[src/rtl/rom_read_arbiter.sv]
// rom_read_arbiter: round-robin arbiter sharing one 1-cycle-latency ROM between two requesters
module rom_read_arbiter #(
  parameter int ADDR_W = 2,
  parameter int DATA_W = 4
) (
  input  logic              clk,
  input  logic              rst_n,
  input  logic              req0_valid,
  input  logic [ADDR_W-1:0] req0_addr,
  output logic              req0_ready,
  input  logic              req1_valid,
  input  logic [ADDR_W-1:0] req1_addr,
  output logic              req1_ready,
  output logic              rsp0_valid,
  output logic [DATA_W-1:0] rsp0_data,
  output logic              rsp1_valid,
  output logic [DATA_W-1:0] rsp1_data,
  output logic [ADDR_W-1:0] rom_addr,
  input  logic [DATA_W-1:0] rom_data,
  output logic              busy
);
  typedef enum logic [1:0] {IDLE, ADDR, DATA} state_t;
  state_t state_q, state_d;
  logic last_q, last_d, owner_q, owner_d;
  logic [ADDR_W-1:0] rom_addr_q, rom_addr_d;
  logic rsp0_valid_q, rsp0_valid_d, rsp1_valid_q, rsp1_valid_d;
  logic [DATA_W-1:0] rsp0_data_q, rsp0_data_d, rsp1_data_q, rsp1_data_d;
  logic grant, accept;
  // grant the only valid port, or on a tie the port not served last; accept only in IDLE
  always_comb begin
    grant = (req0_valid && req1_valid) ? ~last_q : req1_valid;
    accept = (state_q == IDLE) && (req0_valid || req1_valid);
    req0_ready = accept && !grant;
    req1_ready = accept && grant;
  end
  // sequence IDLE->ADDR->DATA, capture address/owner on accept and ROM word leaving DATA
  always_comb begin
    state_d = (state_q == IDLE) ? (accept ? ADDR : IDLE) : (state_q == ADDR) ? DATA : IDLE;
    last_d = accept ? grant : last_q;
    owner_d = accept ? grant : owner_q;
    rom_addr_d = accept ? (grant ? req1_addr : req0_addr) : rom_addr_q;
    rsp0_valid_d = (state_q == DATA) && !owner_q;
    rsp1_valid_d = (state_q == DATA) && owner_q;
    rsp0_data_d = rsp0_valid_d ? rom_data : rsp0_data_q;
    rsp1_data_d = rsp1_valid_d ? rom_data : rsp1_data_q;
  end
  // state registers; reset abandons any in-flight read
  always_ff @(posedge clk or negedge rst_n) begin
    if (!rst_n) begin
      state_q <= IDLE;
      last_q <= 1'b1;
      owner_q <= 1'b0;
      rom_addr_q <= '0;
      rsp0_valid_q <= 1'b0;
      rsp1_valid_q <= 1'b0;
      rsp0_data_q <= '0;
      rsp1_data_q <= '0;
    end else begin
      state_q <= state_d;
      last_q <= last_d;
      owner_q <= owner_d;
      rom_addr_q <= rom_addr_d;
      rsp0_valid_q <= rsp0_valid_d;
      rsp1_valid_q <= rsp1_valid_d;
      rsp0_data_q <= rsp0_data_d;
      rsp1_data_q <= rsp1_data_d;
    end
  end
  assign rom_addr = rom_addr_q;
  assign rsp0_valid = rsp0_valid_q;
  assign rsp1_valid = rsp1_valid_q;
  assign rsp0_data = rsp0_data_q;
  assign rsp1_data = rsp1_data_q;
  assign busy = state_q != IDLE;
endmodule
[config.mk]
export PLATFORM = sky130hd
export DESIGN_NAME = rom_read_arbiter
export DESIGN_NICKNAME = d
export VERILOG_FILES = /design/src/rtl/rom_read_arbiter.sv
export SDC_FILE = /design/constraint.sdc
export NUM_CORES = 1
export LEC_CHECK = 0
export ABC_AREA = 1
export BUFFER_PORTS_ARGS = -buffer_cell sky130_fd_sc_hd__buf_2
export CAP_MARGIN = 40
export CORE_UTILIZATION = 44
export DETAILED_ROUTE_END_ITERATION = 10
export GPL_ROUTABILITY_DRIVEN = 0
export GPL_TIMING_DRIVEN = 0
export PLACE_DENSITY_LB_ADDON = 0.08
export SYNTH_ARGS = -nofsm -noshare
export SYNTH_HDL_FRONTEND = slang
export SYNTH_SLANG_ARGS = --single-unit
[constraint.sdc]
create_clock -name clk -period 1.4 [get_ports clk]
set_clock_uncertainty 0.05 [all_clocks]
set_input_delay 0.07 -clock clk [delete_from_list [all_inputs] [get_ports clk]]
set_output_delay 0.07 -clock clk [all_outputs]
set_load 0.005 [all_outputs]
* Yosys cells after proc, flatten, opt, wreduce, memory -nomap -nowiden
Cells that the tools add are included.
** Word-level totals
- Bits of input ports :: 12
- Register bits after elaboration :: 16
- Word-level logic and storage cells :: 27
- Output and inout bits :: 15
** Operators by class
- Reductions and logical operators :: 11
- Bitwise gates (word level) :: 1
- Mux-type cells :: 5
- Equal/unequal tests :: 2
** Operators with widths (count)
- logical AND 1 bit :: 6
- 2-to-1 mux 2 bit :: 3
- == test 2 x 1 -> 1 bit (second input constant) :: 1
- == test 2 bit (second input constant) :: 1
- zero test 1 bit :: 2
- zero test 2 bit :: 1
- 2-to-1 mux 1 bit :: 2
- nonzero test 2 bit :: 1
- logical OR 1 bit :: 1
- NOT 1 bit :: 1

* Logic depth before layout (Yosys ltp)
Gate-level depths: netlist of the first run.
- Depth in word-level cells :: 4
- Mapped depth :: 6
- Mapped depth without buffers :: 6

* Worst setup path before layout of the first run
No wires, ideal clock.
- Kind :: register to register
- Start point :: register last_q
- End point :: register owner_q
- Period minus slack after synthesis :: 0.990 ns
- Cell stages (with the launch flop) :: 6
- Path buffers :: 0
- Path slack :: 0.410 ns
- Library setup time :: 0.121 ns
- Data required time :: 1.229 ns
- Data arrival time :: 0.818 ns
- Cells stage by stage :: dfstp_2 -> nand2_1 -> nand2_2 -> nor2_4 -> inv_2 -> o21ai_1
** On the way
- Longest elaborated chain between the ends :: 2
** RTL lines
- start: declaration :: line 24 : logic last_q, last_d, owner_q, owner_d;
- start signal: assignment :: line 60 : last_q <= last_d;
- NOT 1 bit :: line 31 : grant = (req0_valid && req1_valid) ? ~last_q : req1_valid;
- 2-to-1 mux 1 bit :: line 31
- end signal: assignment :: line 61 : owner_q <= owner_d;
- end: declaration :: line 24
No other way between the ends.
A chain may end at the register's enable or synchronous reset.

* Worst setup path in the final report of the first run
- Start point :: register last_q
- End point :: output port req0_ready
** On the way
- Longest elaborated chain between the ends :: 4
** RTL lines
- NOT 1 bit :: line 31
- 2-to-1 mux 1 bit :: line 31
- zero test 1 bit :: line 33 : req0_ready = accept && !grant;
- logical AND 1 bit :: line 33
- end: declaration :: line 10 : output logic req0_ready,
No other way between the ends.

==> results of run 1 <==
worst min path at each step:
stage | from | end | slack (ns) | depth (start not counted)
final | req0_addr[0] | rom_addr[0] | 0.01 | 5
after global routing | req0_addr[0] | rom_addr[0] | 0.02 | 5
after CTS | req0_addr[0] | rom_addr[0] | 0.01 | 5
after detailed placement | rst_n | rsp1_data[2] | -0.05 | 1
after global placement | rst_n | rsp1_data[2] | -0.05 | 1
after floorplan | rst_n | owner_q | -0.28 | 0
per-layer routing:
layer,wire length (um),part of all wire [%],GRT usage (%)
met2,707,51,36.51
met1,603,44,23.88
met3,49,3.5,3.333
met5,0,0,0
met4,21,1.5,10.00
power breakdown:
group	leakage, nW	switching [mW]	internal (mW)	total [mW]
Sequential	0.197	0.124	0.687	0.811
Combinational	0.316	0.386	0.326	0.712
Clock	0.0210	0.154	0.158	0.313
Total	0.534	0.664	1.17	1.84
registers in the layout (all words and copies together) (netlist names):
register	cells
owner_q	1
state_q	2
rom_addr	2
rsp1_data	4
rsp0_valid	1
rsp1_valid	1
last_q	1
rsp0_data	4
cell usage in the layout, fill, tap and decap left out, drive strengths merged:
| master | instances |
|---|---|
| inv | 11 |
| clkbuf | 4 |
| dfrtp | 15 |
| o21ai | 10 |
| buf | 29 |
| nand2 | 22 |
| nand3 | 4 |
| dlygate4sd3 | 5 |
| nor2 | 6 |
| dfstp | 1 |
worst max-delay path: stages, from the launching register on:
cell and delay, ns:
dfstp_2 0.57, nand2_4 0.06, nand2_4 0.07, inv_1 0.05, nor2_1 0.07, buf_2 0.11
what timing repair did:
item	in CTS	in global routing
hold buffers	5	0
resized for setup	2	3
setup endpoints to repair	1	1
setup buffers	1	2
pin swaps	1	3
hold endpoints to repair	24	0
cells by family after synthesis:
family	Yosys count	share of synthesized area [%]
AO/OA/AOI/OAI	10	7.722
buffers and inverters	11	6.371
flip-flops	16	61.97
AND/OR/NAND/NOR	32	23.94
area by class of cell:
cell class,count,area (um^2),area share (%)
Sequential cell,16,402.9,43.63
Multi-Input combinational cell,42,221.5,23.98
Timing Repair Buffer,34,202.7,21.95
Inverter,11,41.29,4.472
Clock buffer,4,36.28,3.930
Tap cell,15,18.77,2.033
through the flow:
| stage | area (um^2) | hold WS [ns] | total power [mW] | utilization, % |
|---|---|---|---|---|
| 2_1_floorplan | 648.1 | -0.2756 | 1.183 | - |
| 3_3_place_gp | 797.0 | -0.05497 | 1.442 | 59.76 |
| 3_5_place_dp | 797.0 | -0.04706 | 1.472 | 59.76 |
| 4_1_cts | 898.4 | 0.01124 | 1.812 | 67.35 |
| 5_1_grt | 923.4 | 0.01827 | 1.997 | 69.23 |
| 6_report | 923.4 | 0.01264 | 1.835 | 69.23 |
==> out/qor.yml, run 1 <==
p_leak_nw: 0.5345
ff2ff_path_depth: 8
critPathKind: "reg2out"
slew_headroom_pct: 76.45
timing.rr.end: "rom_addr[1]"
synth_cells: 69
antennaDiodeCount: 0
setup_slack_ns: 0.05227
maxCapViolCount: 0
clock-sinks: 16
seq_area_frac_synth_pct: 61.97
hpwl_um: 917.3
min_path_type: "in2reg"
dieArea_um2: 1631
drt_iter0_drc: 6
status: "finished, final reports clean"
max_freq_mhz: 742.0
r2r_slack_ns: 0.19
crit_arrival_ns: 1.23
initial_utilization_pct: 48.59
min_period_ns: 1.348
drive_gt1_share_pct: 42.06
cts_buffers: 3
dpl.cell_count: 110
worstSetupStartpointType: "register"
yosysTopAreaCell: "dfrtp_1"
rr_startpoint: "last_q"
cp_max_fo: 3
dr.pass1.iters: 4
die_h_um: 40.38
clock_latency_ns: 0.29
syn_area_per_cell_um2: 9.393
grt_pass1_wl_um: 2194
fin_tns_setup_ns: 0
wl_um: 1382
end_kind: "output port"
port_buffers: 26
crit_start: "last_q"
cts_max_path_buffers: 2
cp_data_required_time_ns: 1.28
synthTopCellsByCount: "21 x nand2_1, 15 x dfrtp_1, 10 x o21ai_1"
tightest_slew_ns: 0.3533
ys_ff_latch: 16
cts_tree: "yes"
core_area_um2: 1334
grt_max_degree: 17
ant_nets: 0
drc: 0
finalSetupViolations: 0
fill_cells: 113
grt.total_usage_pct: 20.69
yosys.area.top_type_share_pct: 57.92
fin_crit_sh_pct: 96.27
clkTransAtPathRegs_ns: 0.10
vias_per_cell: 4.656
ir_drop_mv: 0.8714
overflow: 0
pwr_density_cell_nw_per_um2: 1988
synth_enable_flop_cells: 0
ys_warn_count: 0
synth_top_flop_cell: "dfrtp_1"
antenna_found_initial: 0
pre_cts_slack_ns: 0.2819
ys_types: 12
cts-root-buf: "clkbuf_4"
final_max_slew_viol_count: 0
layout.nets: 120
grt_pass1_vias: 519
syn-num-nets: 81
hold_viol: 0
crit_path_end: "req0_ready"
core.rowCount: 13
finalNonFillerCells: 122
io_pins: 27
synth_most_common_cell: "nand2_1"
synth_area_leaders: "dfrtp_1 58%, nand2_1 12%, o21ai_1 7.7%"
area_delta_synth_final_pct: 42.47
async_reset_ff_share_pct: 100.0
wl_per_cell_um: 11.33
syn-cell-area_um2: 648.1
htree_num_levels: 1
rsz0062_at_grt: "false"
die_x_um: 40.38
vias: 568
Power figures use the tool's default switching activity.
==> run 2: changes to the inputs <==
RECOVER_POWER = 50   (was unset)
==> out/qor.yml, run 2 (synthesis results as in run 1) <==
hpwl_um: 917.3  # unchanged
max_freq_mhz: 742.0  # unchanged
intPower_mw: 1.163  # -0.70%
die_h_um: 40.38  # unchanged
cp_max_fo: 3  # unchanged
power_frac_seq_pct: 44.4  # +0.2 points
clock-sinks: 16  # unchanged
dpl.cell_count: 110  # unchanged
end_kind: "output port"
slowest_delay_ns: 0.57  # about the same
fin_tns_setup_ns: 0  # unchanged
cts_max_path_buffers: 2  # unchanged
rr_startpoint: "last_q"
grt_max_degree: 17  # unchanged
dieArea_um2: 1631  # unchanged
tightest_slew_ns: 0.8417  # +0.4884 ns
final_cell_mix: "22 x buf_2, 20 x nand2_1, 14 x dfrtp_1"
finalSetupViolations: 0  # unchanged
maxCapViolCount: 0  # unchanged
layout.nets: 120  # unchanged
antennaDiodeCount: 0  # unchanged
overflow: 0  # unchanged
final_common_cell: "buf_2"
grt_pass1_vias: 519  # unchanged
htree_num_levels: 1  # unchanged
ir_drop_mv: 0.8707  # about the same
port_buffers: 26  # unchanged
min_path_type: "in2reg"
core_area_um2: 1334  # unchanged
r2r_slack_ns: 0.19  # about the same
final_max_slew_viol_count: 0  # unchanged
io_pins: 27  # unchanged
die_x_um: 40.38  # unchanged
grt_pass1_wl_um: 2194  # unchanged
worstHoldEndpoint: "rom_addr[0]"
cp_common_cell: "nand2_4"
slowest_stage: "dfstp_2"
sw_frac_of_total_pct: 36.43  # +0.22 points
fin_crit_sh_pct: 96.27  # unchanged
critPathKind: "reg2out"
vias_per_cell: 4.656  # unchanged
ant_nets: 0  # unchanged
initial_utilization_pct: 48.59  # unchanged
wl_per_cell_um: 11.34  # +0.14%
status: "finished, final reports clean"
drive_gt1_share_pct: 38.32  # -3.7 points
p_clk_share_pct: 17.1  # about the same
slew_headroom_pct: 43.89  # -33 points
power_mw: 1.829  # -0.35%
p_leak_nw: 0.5202  # -2.7%
power_switching_mw: 0.6662  # +0.26%
dr.pass1.iters: 4  # unchanged
ff2ff_path_depth: 8  # unchanged
crit_arrival_ns: 1.23  # about the same
wl_um: 1384  # +0.14%
hold_depth: 5  # unchanged
crit_path_cell_trace: "nand2_4, nand2_4, inv_1, nor2_1, buf_2"
core.rowCount: 13  # unchanged
antenna_found_initial: 0  # unchanged
clkTransAtPathRegs_ns: 0.10  # about the same
finalNonFillerCells: 122  # unchanged
timing.rr.end: "rom_addr[1]"
grt.total_usage_pct: 20.69  # unchanged
rsz0062_at_grt: "false"
cts_tree: "yes"
cp_data_required_time_ns: 1.28  # about the same
drc: 0  # unchanged
vias: 568  # unchanged
hold_viol: 0  # unchanged
drt_iter0_drc: 6  # unchanged
pwr_density_cell_nw_per_um2: 1991  # +0.19%
pwr-share-comb_pct: 38.5  # -0.3 points
clock_latency_ns: 0.29  # about the same
cts-root-buf: "clkbuf_4"
min_period_ns: 1.348  # unchanged
cts_buffers: 3  # unchanged
hp-start: "req0_addr[0]"
area_delta_synth_final_pct: 41.70
worstSetupStartpointType: "register"
## run 2: power groups by stage
stage                     registers, mW  clock network [mW]  logic, mW
after CTS                         0.806               0.319      0.687
after detailed placement          0.810                   0      0.662
final                             0.812               0.313      0.704
after floorplan                   0.817                   0      0.365
after global placement            0.799                   0      0.643
after global routing              0.846               0.332      0.811
## run 2: per-stage QoR
stage	hold slack, ns	instance area (um^2)	setup slack (ns)	utilization, %
finish	0.01264	918.4	0.05227	68.86
global route	0.01827	918.4	0.001089	68.86
global placement	-0.05497	797.0	0.3174	59.76
detailed placement	-0.04706	797.0	0.2819	59.76
CTS	0.01124	898.4	0.005618	67.35
floorplan	-0.2756	648.1	0.4105	-
## run 2: repair_timing
item / CTS / global route
endpoints found under the hold margin: 24 / 0
buffers inserted: 1 / 2
resized for setup: 2 / 3
endpoints found under the setup margin: 1 / 1
pin swaps: 1 / 3
hold buffers: 5 / 0
## run 2: critical path, delay by kind of cell, from the launching register on
family,cells,cell delay [ns]
buffers and inverters,2,0.16
flip-flops,1,0.57
AND/OR/NAND/NOR,3,0.20
## run 2: layout make-up
| cell class | instances | area [um^2] |
|---|---|---|
| fillers | 116 | 415.4 |
| flip-flops and latches | 16 | 402.9 |
| multi-input cells | 42 | 221.5 |
| inverters | 11 | 41.29 |
| clock buffers | 4 | 36.28 |
| repair buffers | 34 | 197.7 |
| well taps | 15 | 18.77 |
## run 2: metal layers
metal / vias up / track usage [%] / wire length (um)
li1: 291 / - / -
met4: 0 / 10.00 / 21
met1: 258 / 23.88 / 607
met2: 15 / 36.51 / 708
met5: - / 0 / 0
met3: 4 / 3.333 / 47
## run 2: worst max path at each step
stage               startpoint         end  slack [ns]  cells after the start
CTS                     last_q  req0_ready       0.006                      5
floorplan               last_q     owner_q        0.41                      5
global route            last_q  req0_ready       0.001                      5
detailed placement      last_q  req0_ready        0.28                      5
global placement        last_q  req0_ready        0.32                      5
finish                  last_q  req0_ready        0.05                      5
